<file path="config.mk">
export PLATFORM = sky130hd
export DESIGN_NAME = hispi_tx_packetizer
export DESIGN_NICKNAME = d
export VERILOG_FILES = /design/src/rtl/hispi_tx_packetizer.sv
export SDC_FILE = /design/constraint.sdc
export NUM_CORES = 1
export LEC_CHECK = 0
export BUFFER_PORTS_ARGS = -buffer_cell sky130_fd_sc_hd__buf_4
export CAP_MARGIN = 20
export CORE_MARGIN = 8
export CORE_UTILIZATION = 28
export DETAILED_ROUTE_END_ITERATION = 7
export PLACE_DENSITY = 0.42
export SLEW_MARGIN = 20
export SYNTH_ARGS = -nofsm -noshare
export SYNTH_HDL_FRONTEND = slang
export SYNTH_SLANG_ARGS = --single-unit
</file>
<file path="constraint.sdc">
create_clock -name clk -period 3.48 [get_ports clk]
set_input_delay 0.174 -clock clk [delete_from_list [all_inputs] [get_ports clk]]
set_output_delay 0.174 -clock clk [all_outputs]
set_load 0.005 [all_outputs]
</file>
<file path="src/rtl/hispi_tx_packetizer.sv">
// hispi_tx_packetizer
// Reads 32-bit pixel beats ({pix1, pix0}, 12 valid bits per half) from an
// AXI-Stream source. Emits a 4-lane x 12-bit HiSPi Packetized-SP word stream
// framed with SOF/SOL/EOL/EOF sync codes and blanking. The stream feeds a
// serializer and advances one word per tx_ce strobe.
//
// Ports
//   clk, aresetn        clock, asynchronous active-low reset
//   tx_ce               serializer word strobe
//   start               frame request (sampled only when idle)
//   line_words          words per line (4 pixels per word)
//   num_lines           lines per frame
//   hblank / vblank     idle words after each EOL / after EOF
//   s_axis_*            pixel beat stream (tlast ignored)
//   lane_data           {lane3, lane2, lane1, lane0}
//   lane_sync           lane_data holds a sync word
//   busy / done         frame in progress / one-cycle end-of-frame pulse
//   frame_count         completed frames (wraps)
//   underrun_count      words emitted without pixel data (saturates)
module hispi_tx_packetizer #(
    parameter logic [11:0] IDLE_WORD = 12'h000,
    parameter logic [11:0] CODE_SOF  = 12'h003,
    parameter logic [11:0] CODE_SOL  = 12'h001,
    parameter logic [11:0] CODE_EOF  = 12'h007,
    parameter logic [11:0] CODE_EOL  = 12'h005
) (
    input  logic        clk,
    input  logic        aresetn,
    input  logic        tx_ce,
    input  logic        start,
    input  logic [11:0] line_words,
    input  logic [11:0] num_lines,
    input  logic [7:0]  hblank,
    input  logic [15:0] vblank,
    input  logic [31:0] s_axis_tdata,
    input  logic        s_axis_tvalid,
    output logic        s_axis_tready,
    input  logic        s_axis_tlast,
    output logic [47:0] lane_data,
    output logic        lane_sync,
    output logic        busy,
    output logic        done,
    output logic [7:0]  frame_count,
    output logic [7:0]  underrun_count
);

    localparam int unsigned LANE_W   = 12;
    localparam int unsigned BEAT_W   = 2 * LANE_W;
    localparam int unsigned BUDGET_W = 25;
    localparam int unsigned CNT_W    = 16;

    typedef enum logic [2:0] {
        ST_IDLE,
        ST_SYNC_S,
        ST_ACTIVE,
        ST_SYNC_E,
        ST_HBLANK,
        ST_VBLANK
    } state_t;

    state_t                state_q, state_d;
    logic [11:0]           lw_q, lw_d;
    logic [11:0]           nl_q, nl_d;
    logic [7:0]            hb_q, hb_d;
    logic [15:0]           vb_q, vb_d;
    logic [BUDGET_W-1:0]   budget_q, budget_d;
    logic [BEAT_W-1:0]     beat0_q, beat0_d;
    logic [BEAT_W-1:0]     beat1_q, beat1_d;
    logic [1:0]            held_q, held_d;
    logic [CNT_W-1:0]      word_cnt_q, word_cnt_d;
    logic [11:0]           line_cnt_q, line_cnt_d;
    logic [4*LANE_W-1:0]   lane_data_q, lane_data_d;
    logic                  lane_sync_q, lane_sync_d;
    logic                  busy_q, busy_d;
    logic                  done_q, done_d;
    logic [7:0]            frame_count_q, frame_count_d;
    logic [7:0]            underrun_count_q, underrun_count_d;

    logic                  tready_c;
    logic                  beat_hs_c;
    logic [BEAT_W-1:0]     beat_in_c;
    logic                  consume_c;
    logic                  underrun_c;
    logic                  frame_end_c;
    logic                  last_line_c;
    logic [1:0]            held_v;
    logic                  unused_inputs;

    // Only the low 12 bits of each pixel half carry data; tlast is not used.
    assign unused_inputs = &{1'b0, s_axis_tlast, s_axis_tdata[31:28], s_axis_tdata[15:12]};

    function automatic logic [11:0] sync_word(input logic [1:0] idx, input logic [11:0] code);
        case (idx)
            2'd0:    return 12'hFFF;
            2'd3:    return code;
            default: return 12'h000;
        endcase
    endfunction

    function automatic logic [4*LANE_W-1:0] all_lanes(input logic [11:0] w);
        return {4{w}};
    endfunction

    // Prefetch into the two-beat pair while budget remains.
    assign tready_c    = busy_q && (budget_q != '0) && (held_q != 2'd2);
    assign beat_hs_c   = tready_c && s_axis_tvalid;
    assign beat_in_c   = {s_axis_tdata[27:16], s_axis_tdata[11:0]};
    assign last_line_c = (line_cnt_q == (nl_q - 12'd1));

    // Next-state, framing and pair-buffer logic.
    always_comb begin
        state_d          = state_q;
        lw_d             = lw_q;
        nl_d             = nl_q;
        hb_d             = hb_q;
        vb_d             = vb_q;
        budget_d         = budget_q;
        beat0_d          = beat0_q;
        beat1_d          = beat1_q;
        held_d           = held_q;
        word_cnt_d       = word_cnt_q;
        line_cnt_d       = line_cnt_q;
        lane_data_d      = lane_data_q;
        lane_sync_d      = lane_sync_q;
        busy_d           = busy_q;
        done_d           = 1'b0;
        frame_count_d    = frame_count_q;
        underrun_count_d = underrun_count_q;
        consume_c        = 1'b0;
        underrun_c       = 1'b0;
        frame_end_c      = 1'b0;
        held_v           = held_q;

        case (state_q)
            ST_IDLE: begin
                if (start) begin
                    lw_d             = line_words;
                    nl_d             = num_lines;
                    hb_d             = hblank;
                    vb_d             = vblank;
                    underrun_count_d = 8'd0;
                    if ((line_words == 12'd0) || (num_lines == 12'd0)) begin
                        done_d = 1'b1;
                    end else begin
                        busy_d     = 1'b1;
                        budget_d   = {24'(line_words) * 24'(num_lines), 1'b0};
                        word_cnt_d = '0;
                        line_cnt_d = '0;
                        state_d    = ST_SYNC_S;
                    end
                end
            end

            ST_SYNC_S: begin
                if (tx_ce) begin
                    lane_data_d = all_lanes(sync_word(word_cnt_q[1:0],
                                            (line_cnt_q == 12'd0) ? CODE_SOF : CODE_SOL));
                    lane_sync_d = 1'b1;
                    if (word_cnt_q == CNT_W'(3)) begin
                        word_cnt_d = '0;
                        state_d    = ST_ACTIVE;
                    end else begin
                        word_cnt_d = word_cnt_q + CNT_W'(1);
                    end
                end
            end

            ST_ACTIVE: begin
                if (tx_ce) begin
                    lane_sync_d = 1'b0;
                    if (held_q == 2'd2) begin
                        lane_data_d = {beat1_q, beat0_q};
                        consume_c   = 1'b1;
                    end else begin
                        // Keep the line length; the missing pixels become zeros.
                        lane_data_d = all_lanes(12'h000);
                        underrun_c  = 1'b1;
                        if (underrun_count_q != 8'hFF) begin
                            underrun_count_d = underrun_count_q + 8'd1;
                        end
                    end
                    if (word_cnt_q == CNT_W'(lw_q - 12'd1)) begin
                        word_cnt_d = '0;
                        state_d    = ST_SYNC_E;
                    end else begin
                        word_cnt_d = word_cnt_q + CNT_W'(1);
                    end
                end
            end

            ST_SYNC_E: begin
                if (tx_ce) begin
                    lane_data_d = all_lanes(sync_word(word_cnt_q[1:0],
                                            last_line_c ? CODE_EOF : CODE_EOL));
                    lane_sync_d = 1'b1;
                    if (word_cnt_q == CNT_W'(3)) begin
                        word_cnt_d = '0;
                        if (last_line_c) begin
                            if (vb_q == 16'd0) begin
                                frame_end_c = 1'b1;
                            end else begin
                                state_d = ST_VBLANK;
                            end
                        end else if (hb_q == 8'd0) begin
                            line_cnt_d = line_cnt_q + 12'd1;
                            state_d    = ST_SYNC_S;
                        end else begin
                            state_d = ST_HBLANK;
                        end
                    end else begin
                        word_cnt_d = word_cnt_q + CNT_W'(1);
                    end
                end
            end

            ST_HBLANK: begin
                if (tx_ce) begin
                    lane_data_d = all_lanes(IDLE_WORD);
                    lane_sync_d = 1'b0;
                    if (word_cnt_q == CNT_W'(hb_q - 8'd1)) begin
                        word_cnt_d = '0;
                        line_cnt_d = line_cnt_q + 12'd1;
                        state_d    = ST_SYNC_S;
                    end else begin
                        word_cnt_d = word_cnt_q + CNT_W'(1);
                    end
                end
            end

            ST_VBLANK: begin
                if (tx_ce) begin
                    lane_data_d = all_lanes(IDLE_WORD);
                    lane_sync_d = 1'b0;
                    if (word_cnt_q == (vb_q - 16'd1)) begin
                        word_cnt_d  = '0;
                        frame_end_c = 1'b1;
                    end else begin
                        word_cnt_d = word_cnt_q + CNT_W'(1);
                    end
                end
            end

            default: begin
                state_d = ST_IDLE;
            end
        endcase

        if (frame_end_c) begin
            state_d       = ST_IDLE;
            busy_d        = 1'b0;
            done_d        = 1'b1;
            frame_count_d = frame_count_q + 8'd1;
        end

        // On underrun the pair is dropped and the budget gives up exactly the
        // beats that pair still lacked, so the frame drains with no leftovers.
        // A beat arriving in that same cycle fills one of those missing slots.
        if (underrun_c) begin
            held_d   = 2'd0;
            budget_d = budget_q - BUDGET_W'(2'd2 - held_q);
        end else begin
            held_v = consume_c ? 2'd0 : held_q;
            if (beat_hs_c) begin
                if (held_v == 2'd0) begin
                    beat0_d = beat_in_c;
                end else begin
                    beat1_d = beat_in_c;
                end
                held_v   = held_v + 2'd1;
                budget_d = budget_q - BUDGET_W'(1);
            end
            held_d = held_v;
        end
    end

    // State and datapath registers.
    always_ff @(posedge clk or negedge aresetn) begin
        if (!aresetn) begin
            state_q          <= ST_IDLE;
            lw_q             <= '0;
            nl_q             <= '0;
            hb_q             <= '0;
            vb_q             <= '0;
            budget_q         <= '0;
            beat0_q          <= '0;
            beat1_q          <= '0;
            held_q           <= '0;
            word_cnt_q       <= '0;
            line_cnt_q       <= '0;
            lane_data_q      <= {4{IDLE_WORD}};
            lane_sync_q      <= 1'b0;
            busy_q           <= 1'b0;
            done_q           <= 1'b0;
            frame_count_q    <= '0;
            underrun_count_q <= '0;
        end else begin
            state_q          <= state_d;
            lw_q             <= lw_d;
            nl_q             <= nl_d;
            hb_q             <= hb_d;
            vb_q             <= vb_d;
            budget_q         <= budget_d;
            beat0_q          <= beat0_d;
            beat1_q          <= beat1_d;
            held_q           <= held_d;
            word_cnt_q       <= word_cnt_d;
            line_cnt_q       <= line_cnt_d;
            lane_data_q      <= lane_data_d;
            lane_sync_q      <= lane_sync_d;
            busy_q           <= busy_d;
            done_q           <= done_d;
            frame_count_q    <= frame_count_d;
            underrun_count_q <= underrun_count_d;
        end
    end

    assign s_axis_tready  = tready_c;
    assign lane_data      = lane_data_q;
    assign lane_sync      = lane_sync_q;
    assign busy           = busy_q;
    assign done           = done_q;
    assign frame_count    = frame_count_q;
    assign underrun_count = underrun_count_q;

endmodule

</file>
* After elaboration in Yosys (flattened, before gate mapping)
Cells that the tools add are included.
** Storage, ports and cells
- Register bits after elaboration :: 221
- Word-level logic and storage cells :: 194
** Operators by class
- Reductions and logical operators :: 36
- Bitwise operators :: 2
- Multiplexer cells :: 82
- Add/sub/neg operators :: 12
- Eq/ne operators :: 44
- $mul :: 1
** Operators with widths (count)
- 48-bit 2-to-1 mux :: 5
- 48-bit case mux with 4 select lines :: 1
- 16-bit 2-to-1 mux :: 10
- 25-bit 2-to-1 mux :: 5
- 12-bit 2-to-1 mux :: 8
- 16-bit case mux with 5 select lines :: 1
- 16-bit == test :: 3
- 12-bit case mux with 2 select lines :: 2
- 3-bit 2-to-1 mux :: 14
- 12-bit zero test :: 3
- 12-bit case mux with 3 select lines :: 1
- 3-bit != test (second input constant) :: 11
- 8-bit 2-to-1 mux :: 4
- 2-bit != test (second input constant) :: 16
- 25-bit nonzero test :: 1
- 25-bit by 1-bit subtractor with 25-bit output (second input constant) :: 1
- 25-bit subtractor :: 1
- 12-bit by 12-bit multiplier with 24-bit output :: 1
- 1-bit 2-to-1 mux :: 22
- 3-bit case mux with 6 select lines :: 1
- 16-bit by 1-bit adder with 16-bit output (second input constant) :: 1
- 8-bit by 1-bit adder with 8-bit output (second input constant) :: 2
- 16-bit by 2-bit == test with 1-bit output (second input constant) :: 1
- 16-bit zero test :: 1
- other kinds (36) :: 61

* Longest topological paths before layout
Gate-level depths: netlist of run 1.
- Depth after elaboration :: 8
- Depth in mapped cells :: 21

* Least setup slack after synthesis of run 1
OpenSTA, ideal clock, no wires.
- Kind :: input to register
- From :: in num_lines[5]
- To :: reg budget_q[23]
- Path slack :: -1.592 ns
- Data arrival time :: 4.968 ns
- Setup time :: 0.104 ns
- Path buffers :: 1
- Stages :: 19
- Cell sequence :: clkbuf_1 -> nand2_1 -> fa_1 -> inv_1 -> fa_1 -> fa_1 -> fa_1 -> inv_1 -> fa_1 -> inv_1 -> ha_1 -> a21o_1 -> a21oi_1 -> o21ai_0 -> or3_1 -> nor3_1 -> o31ai_1 -> xnor2_1 -> a221oi_1
** On the way
- Word-level cells in the longest chain between the ends :: 6
- Elaborated cells on any way between the ends :: 10
- Those cells by class :: 1 x mul; 1 x eq/ne; 5 x mux; 3 x reduce/logical
** Ends and longest elaborated chain
- start, declared :: RTL line 32 : input logic [11:0] num_lines,
- 12-bit by 12-bit multiplier with 24-bit output :: RTL line 146 : budget_d = {24'(line_words) * 24'(num_lines), 1'b0};
- 25-bit 2-to-1 mux :: RTL line 142 : if ((line_words == 12'd0) || (num_lines == 12'd0)) begin
- 25-bit 2-to-1 mux :: RTL line 136 : if (start) begin
- 25-bit 2-to-1 mux :: RTL line 134 : case (state_q)
- 25-bit 2-to-1 mux :: RTL line 263 : if (beat_hs_c) begin
- 25-bit 2-to-1 mux :: RTL line 258 : if (underrun_c) begin
- end signal, assigned :: RTL line 302 : budget_q <= budget_d;
- end, declared :: RTL line 66 : logic [BUDGET_W-1:0] budget_q, budget_d;
Several ways; a longest one is shown, not always the timed one. The select of a mux whose other input is x is not followed.
A chain may end at the register's enable or synchronous reset.

* Final worst setup path of run 1
- From :: in line_words[7]
- To :: reg budget_q[24]
** On the way
- Word-level cells in the longest chain between the ends :: 6
- Elaborated cells on any way between the ends :: 10
- Those cells by class :: 1 x mul; 1 x eq/ne; 5 x mux; 3 x reduce/logical
** Ends and longest elaborated chain
- start, declared :: RTL line 31 : input logic [11:0] line_words,
- 12-bit by 12-bit multiplier with 24-bit output :: RTL line 146
- 25-bit 2-to-1 mux :: RTL line 142
- 25-bit 2-to-1 mux :: RTL line 136
- 25-bit 2-to-1 mux :: RTL line 134
- 25-bit 2-to-1 mux :: RTL line 263
- 25-bit 2-to-1 mux :: RTL line 258
Several ways; a longest one is shown, not always the timed one. The select of a mux whose other input is x is not followed.

==> reports/qor.txt, run 1 <==
Synthesis warning total: 0
Final ANT Viol Nets: 0
Final WL: 57,900 um
Post-Layout Inst Area: 23,700 um^2
CP Launch Type: primary input
First-pass GRT wire length: 94,700 um
H-tree levels: 1
Post-route DRC: 0
CTS tree: built
Hold WS: 0.0105 ns
Final hold violations: 0
Syn Area/Cell: 8.64 um^2
Worst Path Required: 3.90 ns
CTS buffer count: 29
Vias in the first global route: 16.9k
Row count: 93
Dominant synthesized flop cell: dfrtp_1
Leak: 10.6 nW
Failing checks: negative setup slack
DR vias: 16.0k
Number of setup violations in the final report: 16
Xor-xnor portion of the synthesized cell area: 5.43%
Flops & latches, synth: 221
Synth Instances: 2,102
Ports: 154
N_diodes: 0
Main combinational cell family by area after synthesis: simple AND/OR/NAND/NOR gates
Status: finished, violations left
Initial drt markers: 727
HP Class: in -> reg
Yosys cell types: 90
Worst vdd ir: 0.000585 V
CP Class: in -> reg
Synth Area in Compound Gates: 13.9%
Pwr dens: 941 nW/um^2
Root Buffer: clkbuf_16
Hpwl dp: 44,200 um
FFs w/ async S/R, synth: 100%
Synth Cell Area: 18,200 um^2
Wire per inst: 17.5 um
Slew @ Worst Pin: 0.887 ns
Max Transition Viols Final: 0
Post-layout min period: 4.28 ns
GRT Util Overall: 15.6%
Mux cell area share after synthesis: 3.32%
Chip height: 271 um
Share of layout cells above drive strength 1: 24.3%
RSZ-0062 raised after global routing: yes
Sequential element share of the synthesized area: 30.4%
Initial antenna violation count: 0
Largest net degree at the start of global routing: 81
Synthesis-to-finish area growth: 30.4%
Setup_tns: -10.10 ns
Clock Path Buffers: 3
Die Width: 271 um
Num Clock Sinks: 221
Slew headroom: 40.5%
Core Region: 64,300 um^2
Clock skew: 0.00766 ns
Synth Area in Simple Gates: 22.5%
Syn_nets: 2,393
Post-synth EDFFs: 0
Final period util: 123%
First drt pass iteration count: 5
Die area: 73,300 um^2
Final worst slack: -0.796 ns
CP max FO: 5
Nets@finish: 2,718
Starting density of the core: 28.2%
Clock transition at path regs: 0.06 ns
Critical Path AT: 4.70 ns
Clock latency on the worst-skew pair: 0.56 ns
Post-synthesis adder-cell area fraction: 18.3%
CP Capture Type: flop
# port buffers: 144
Max Freq: 0.234 GHz
Placement Cell Area: 21,600 um^2
Gpl congestion: 0.834
Fill cells: 6,547
Grt ovf: 0
Vias per inst: 4.83
Total power: 0.0223 W
Max_cap viols: 0
-- cells in the mapped netlist, drive strengths merged (20+ instances only) --
cell type  number  area, um^2
a21o           20         150
a21oi         135         676
and2           62         388
buf            23         133
clkbuf         84         315
dfrtp         221        5530
fa            101        2020
ha            104        1300
inv           177         664
mux2           50         563
nand2         344        1300
nand3          44         225
nand4          21         138
nor2          137         529
nor3           58         317
nor4           37         259
o21ai          83         419
o31ai          22         179
or3            22         138
xnor2          63         552
xor2           47         412
-- logic make-up (layout without fill, tap and decap cells) --
group,count (synthesis),after routing
adder cells (fa/ha/maj),206,206
AO/OA/AOI/OAI,395,395
buffers and inverters,284,627
XOR/XNOR,111,111
AND/OR/NAND/NOR,831,831
flip-flops,221,221
multiplexers,54,54
-- final timing paths --
path	cells after the start	startpoint	slack, ns	endpoint
min reg2reg	1	frame_count[7]$_DFFE_PN0P_	0.47	frame_count[7]$_DFFE_PN0P_
min	4	line_words[9]	0.01	lw_q[9]$_DFFE_PN0P_
min in group asynchronous	2	aresetn	0.18	vb_q[4]$_DFFE_PN0P_
max reg2reg	12	held_q[0]$_DFF_PN0_	0.06	budget_q[21]$_DFFE_PN0P_
max in group asynchronous	3	aresetn	2.33	beat1_q[22]$_DFFE_PN0P_
max	21	line_words[7]	-0.80	budget_q[24]$_DFFE_PN0P_
-- area by class of cell --
class	count	area [um^2]	area share, %
Tap cell	855	1070	4.52
Sequential cell	221	5530	23.3
Clock buffer	39	823	3.48
Timing Repair Buffer	401	3420	14.4
Multi-Input combinational cell	1597	12100	51.0
Inverter	177	664	2.80
Clock inverter	10	90.1	0.380
-- report_power, final --
part	internal [W]	total, W	switching (W)
Sequential	0.00364	0.00466	0.00103
Clock	0.00172	0.00290	0.00119
Combinational	0.00702	0.0147	0.00771
-- placed cells by master (no fill, tap or decap), types with 8 or more instances in the layout --
| cell | count |
|---|---|
| nand2_1 | 331 |
| buf_4 | 293 |
| dfrtp_1 | 221 |
| inv_1 | 160 |
| nor2_1 | 130 |
| a21oi_1 | 124 |
| fa_1 | 92 |
| ha_1 | 90 |
| o21ai_0 | 71 |
| xnor2_1 | 60 |
| dlygate4sd3_1 | 60 |
| mux2_2 | 50 |
| nor3_1 | 48 |
| xor2_1 | 46 |
| and2_1 | 44 |
| nand3_1 | 42 |
| buf_6 | 37 |
| nor4_1 | 32 |
| clkbuf_16 | 29 |
| or3_1 | 22 |
| nand4_1 | 20 |
| a21o_1 | 19 |
| o31ai_1 | 18 |
| and2_4 | 17 |
| inv_2 | 17 |
| nand2b_1 | 17 |
| and3_1 | 17 |
| o22ai_1 | 15 |
| a31oi_1 | 14 |
| o21a_1 | 13 |
| or4_1 | 12 |
| a211oi_1 | 12 |
| ha_4 | 12 |
| or2_2 | 10 |
| fa_2 | 9 |
| nand2_2 | 8 |
| nor2b_1 | 8 |
| nor3_2 | 8 |
-- worst max-delay path: stages --
cell,delay (ns)
buf_8,0.10
buf_6,0.12
buf_6,0.11
nand2_4,0.05
fa_1,0.45
fa_1,0.51
fa_1,0.51
inv_2,0.04
fa_1,0.49
inv_2,0.04
fa_1,0.49
inv_2,0.05
ha_4,0.28
a21o_1,0.16
nand2_2,0.07
o221a_4,0.23
a21oi_4,0.18
nor3_2,0.07
o31ai_2,0.24
xnor2_1,0.18
o211ai_1,0.13
-- layer usage --
layer / wire length (um) / vias to the layer above / track usage [%] / share of wire, %
met3: 1330 / 64 / 1.49 / 2.3
li1: - / 7856 / - / -
met4: 1110 / 0 / 3.13 / 1.9
met2: 29400 / 183 / 28.2 / 51
met5: 0 / - / 0 / 0
met1: 26000 / 7849 / 20.0 / 45
-- registers in the layout (all words and copies together) (netlist names), 16 cells and up --
| name | flops |
|---|---|
| beat1_q | 24 |
| vb_q | 16 |
| beat0_q | 24 |
| lane_data | 48 |
| word_cnt_q | 16 |
| budget_q | 25 |
-- metrics by stage --
step	utilization, %	setup slack (ns)	instances
after floorplan	-	-1.16	2102
after global placement	33.5	-1.47	3178
after detailed placement	33.5	-1.52	3178
after CTS	36.4	-0.899	3295
after global routing	36.8	-1.01	3300
final	36.8	-0.796	3300
-- timing repair --
action	4_1_cts	5_1_grt
setup buffers	10	6
pin swaps	63	51
setup endpoints to repair	16	20
hold buffers	59	1
endpoints found under the hold margin	159	1
gates resized for setup	72	54
Note: power is estimated with default switching activity, not from simulation.
==> inputs of run 2 (changes only) <==
CORE_ASPECT_RATIO = 0.8   (was not set)
==> reports/qor.txt, run 2 (synthesis gave the netlist of run 1 again) <==
Status: finished, violations left
Failing checks: negative setup slack
DR vias: 16.1k (+0.98%)
Largest net degree at the start of global routing: 94 (+16%)
Max FFs per register: 48 (unchanged)
CP Launch Type: primary input
Number of setup violations in the final report: 16 (unchanged)
Post-layout min period: 4.24 ns (-0.0395 ns)
Final hold violations: 0 (unchanged)
H-tree levels: 1 (unchanged)
FF+latch area: 5530 um^2 (unchanged)
CP peak stage delay: 0.57 ns (+0.06 ns)
Vias in the first global route: 16.8k (-0.26%)
Clock latency on the worst-skew pair: 0.54 ns (-0.02 ns)
Max Freq: 0.236 GHz (+0.93%)
Clock Path Buffers: 3 (unchanged)
Most common cell on crit path: fa_1
CTS tree: built
Gpl congestion: 0.854 (+2.5%)
Die Width: 301 um (+11%)
Slowest cell on crit path: fa_2
Final WL: 57,800 um (-0.15%)
Pre-CTS WS: -1.52 ns (-0.00781 ns)
Synthesis-to-finish area growth: 30.9%
Critical Path AT: 4.64 ns (-0.06 ns)
Post-route DRC: 0 (unchanged)
Clock transition at path regs: 0.06 ns (about the same)
Core Region: 64,200 um^2 (-0.26%)
Nets@finish: 2,716 (-0.074%)
N_diodes: 0 (unchanged)
Share of layout cells above drive strength 1: 24.7% (+0.43 points)
Fill cells: 6,521 (-0.40%)
Slew @ Worst Pin: 0.825 ns (-0.0619 ns)
Slew headroom: 45.0% (+4.5 points)
Root Buffer: clkbuf_16
CP Capture Type: flop
First drt pass iteration count: 5 (unchanged)
Area of the multi-input gates: 12,200 um^2 (+0.75%)
Vias per inst: 4.89 (+1.2%)
GRT Util Overall: 15.6% (about the same)
HP Class: in -> reg
# port buffers: 144 (unchanged)
Die area: 73,300 um^2 (about the same)
Worst Path Required: 3.89 ns (about the same)
Final worst slack: -0.756 ns (+0.0395 ns)
RSZ-0062 raised after global routing: yes
Leak: 10.7 nW (+0.14%)
Total power: 0.0231 W (+3.5%)
Chip height: 244 um (-9.9%)
Starting density of the core: 28.3% (+0.074 points)
Initial drt markers: 976 (+34%)
Wire per inst: 17.6 um (about the same)
Worst vdd ir: 0.000699 V (+19%)
Crit-path cells: buf_6 > buf_4 > nand2_1 > fa_2 > fa_1 > inv_1 > fa_1 > fa_1 > inv_2 > fa_1 > inv_2 > ha_4 > and2_4 > nor2_1 > o221a_4 > a21oi_4 > nor3_2 > o31ai_2 > xnor2_1 > o211ai_1
Max Transition Viols Final: 0 (unchanged)
Max_cap viols: 0 (unchanged)
CP Class: in -> reg
Num Clock Sinks: 221 (unchanged)
Row count: 83 (-11%)
First-pass GRT wire length: 94,400 um (-0.33%)
Clock skew: 0.0153 ns (+0.00764 ns)
Ports: 154 (unchanged)
Most common cell after layout, fill and taps aside: nand2_1
Grt ovf: 0 (unchanged)
Final period util: 122% (-1.1 points)
Hpwl dp: 44,900 um (+1.4%)
Initial antenna violation count: 0 (unchanged)
Commonest cells after routing, fill and taps aside: 331 x nand2_1, 302 x buf_4, 221 x dfrtp_1
Pwr dens: 971 nW/um^2 (+3.1%)
CTS buffer count: 25 (-14%)
Final ANT Viol Nets: 0 (unchanged)
CP max FO: 5 (unchanged)
## run 2: final timing paths
kind	start	endpoint	slack (ns)	cells after the start
hold reg to reg	frame_count[7]$_DFFE_PN0P_	frame_count[7]$_DFFE_PN0P_	0.47	1
setup reg to reg	nl_q[0]$_DFFE_PN0P_	lane_data[25]$_DFFE_PN0P_	0.14	10
setup / recovery	line_words[7]	budget_q[24]$_DFFE_PN0P_	-0.76	20
hold / removal	num_lines[5]	nl_q[5]$_DFFE_PN0P_	0.02	4
min in group asynchronous	aresetn	lw_q[7]$_DFFE_PN0P_	0.29	2
max in group asynchronous	aresetn	lw_q[11]$_DFFE_PN0P_	2.28	3
## run 2: worst max-delay path, delay by kind of cell
kind | cells | cell delay (ns)
AO/OA/AOI/OAI | 4 | 0.79
XOR/XNOR | 1 | 0.18
adder cells (fa/ha/maj) | 6 | 2.76
buffers and inverters | 5 | 0.39
AND/OR/NAND/NOR | 4 | 0.32
## run 2: repair_timing
item,4_1_cts,5_1_grt
setup endpoints to repair,17,20
setup buffers,10,9
hold endpoints to repair,169,0
pin swaps,69,59
gates resized for setup,70,70
hold buffers,56,0
## run 2: routing by layer
metal	share of wire [%]	global-route usage, %	routed length [um]	vias up
li1	-	-	-	7850
met1	49	22.2	28100	7945
met2	46	25.4	26800	254
met3	3.4	1.96	1950	59
met5	0	0	0	-
met4	1.7	2.76	1010	0
## run 2: where the power goes
group | switching [W] | internal [W]
clock network | 0.00113 | 0.00170
registers | 0.00106 | 0.00364
logic | 0.00802 | 0.00752
## run 2: stage by stage
stage / std cells / hold WS [ns] / TNS, ns / cell area, um^2 / utilization (%)
after floorplan: 2102 / -0.122 / -12.81 / 18600 / -
after global placement: 3177 / 0.285 / -22.21 / 21600 / 33.7
after detailed placement: 3177 / 0.290 / -22.14 / 21600 / 33.7
after CTS: 3286 / 0.000871 / -10.14 / 23400 / 36.5
after global routing: 3293 / 0.0184 / -12.72 / 23800 / 37.0
final: 3293 / 0.0188 / -9.84 / 23800 / 37.0
## run 2: area by class of cell
type	instances	area share, %
Multi-Input combinational cell	1597	51.2
Tap cell	850	4.47
Clock inverter	11	0.674
Sequential cell	221	23.3
Timing Repair Buffer	403	14.6
Inverter	177	2.80
Clock buffer	34	2.94
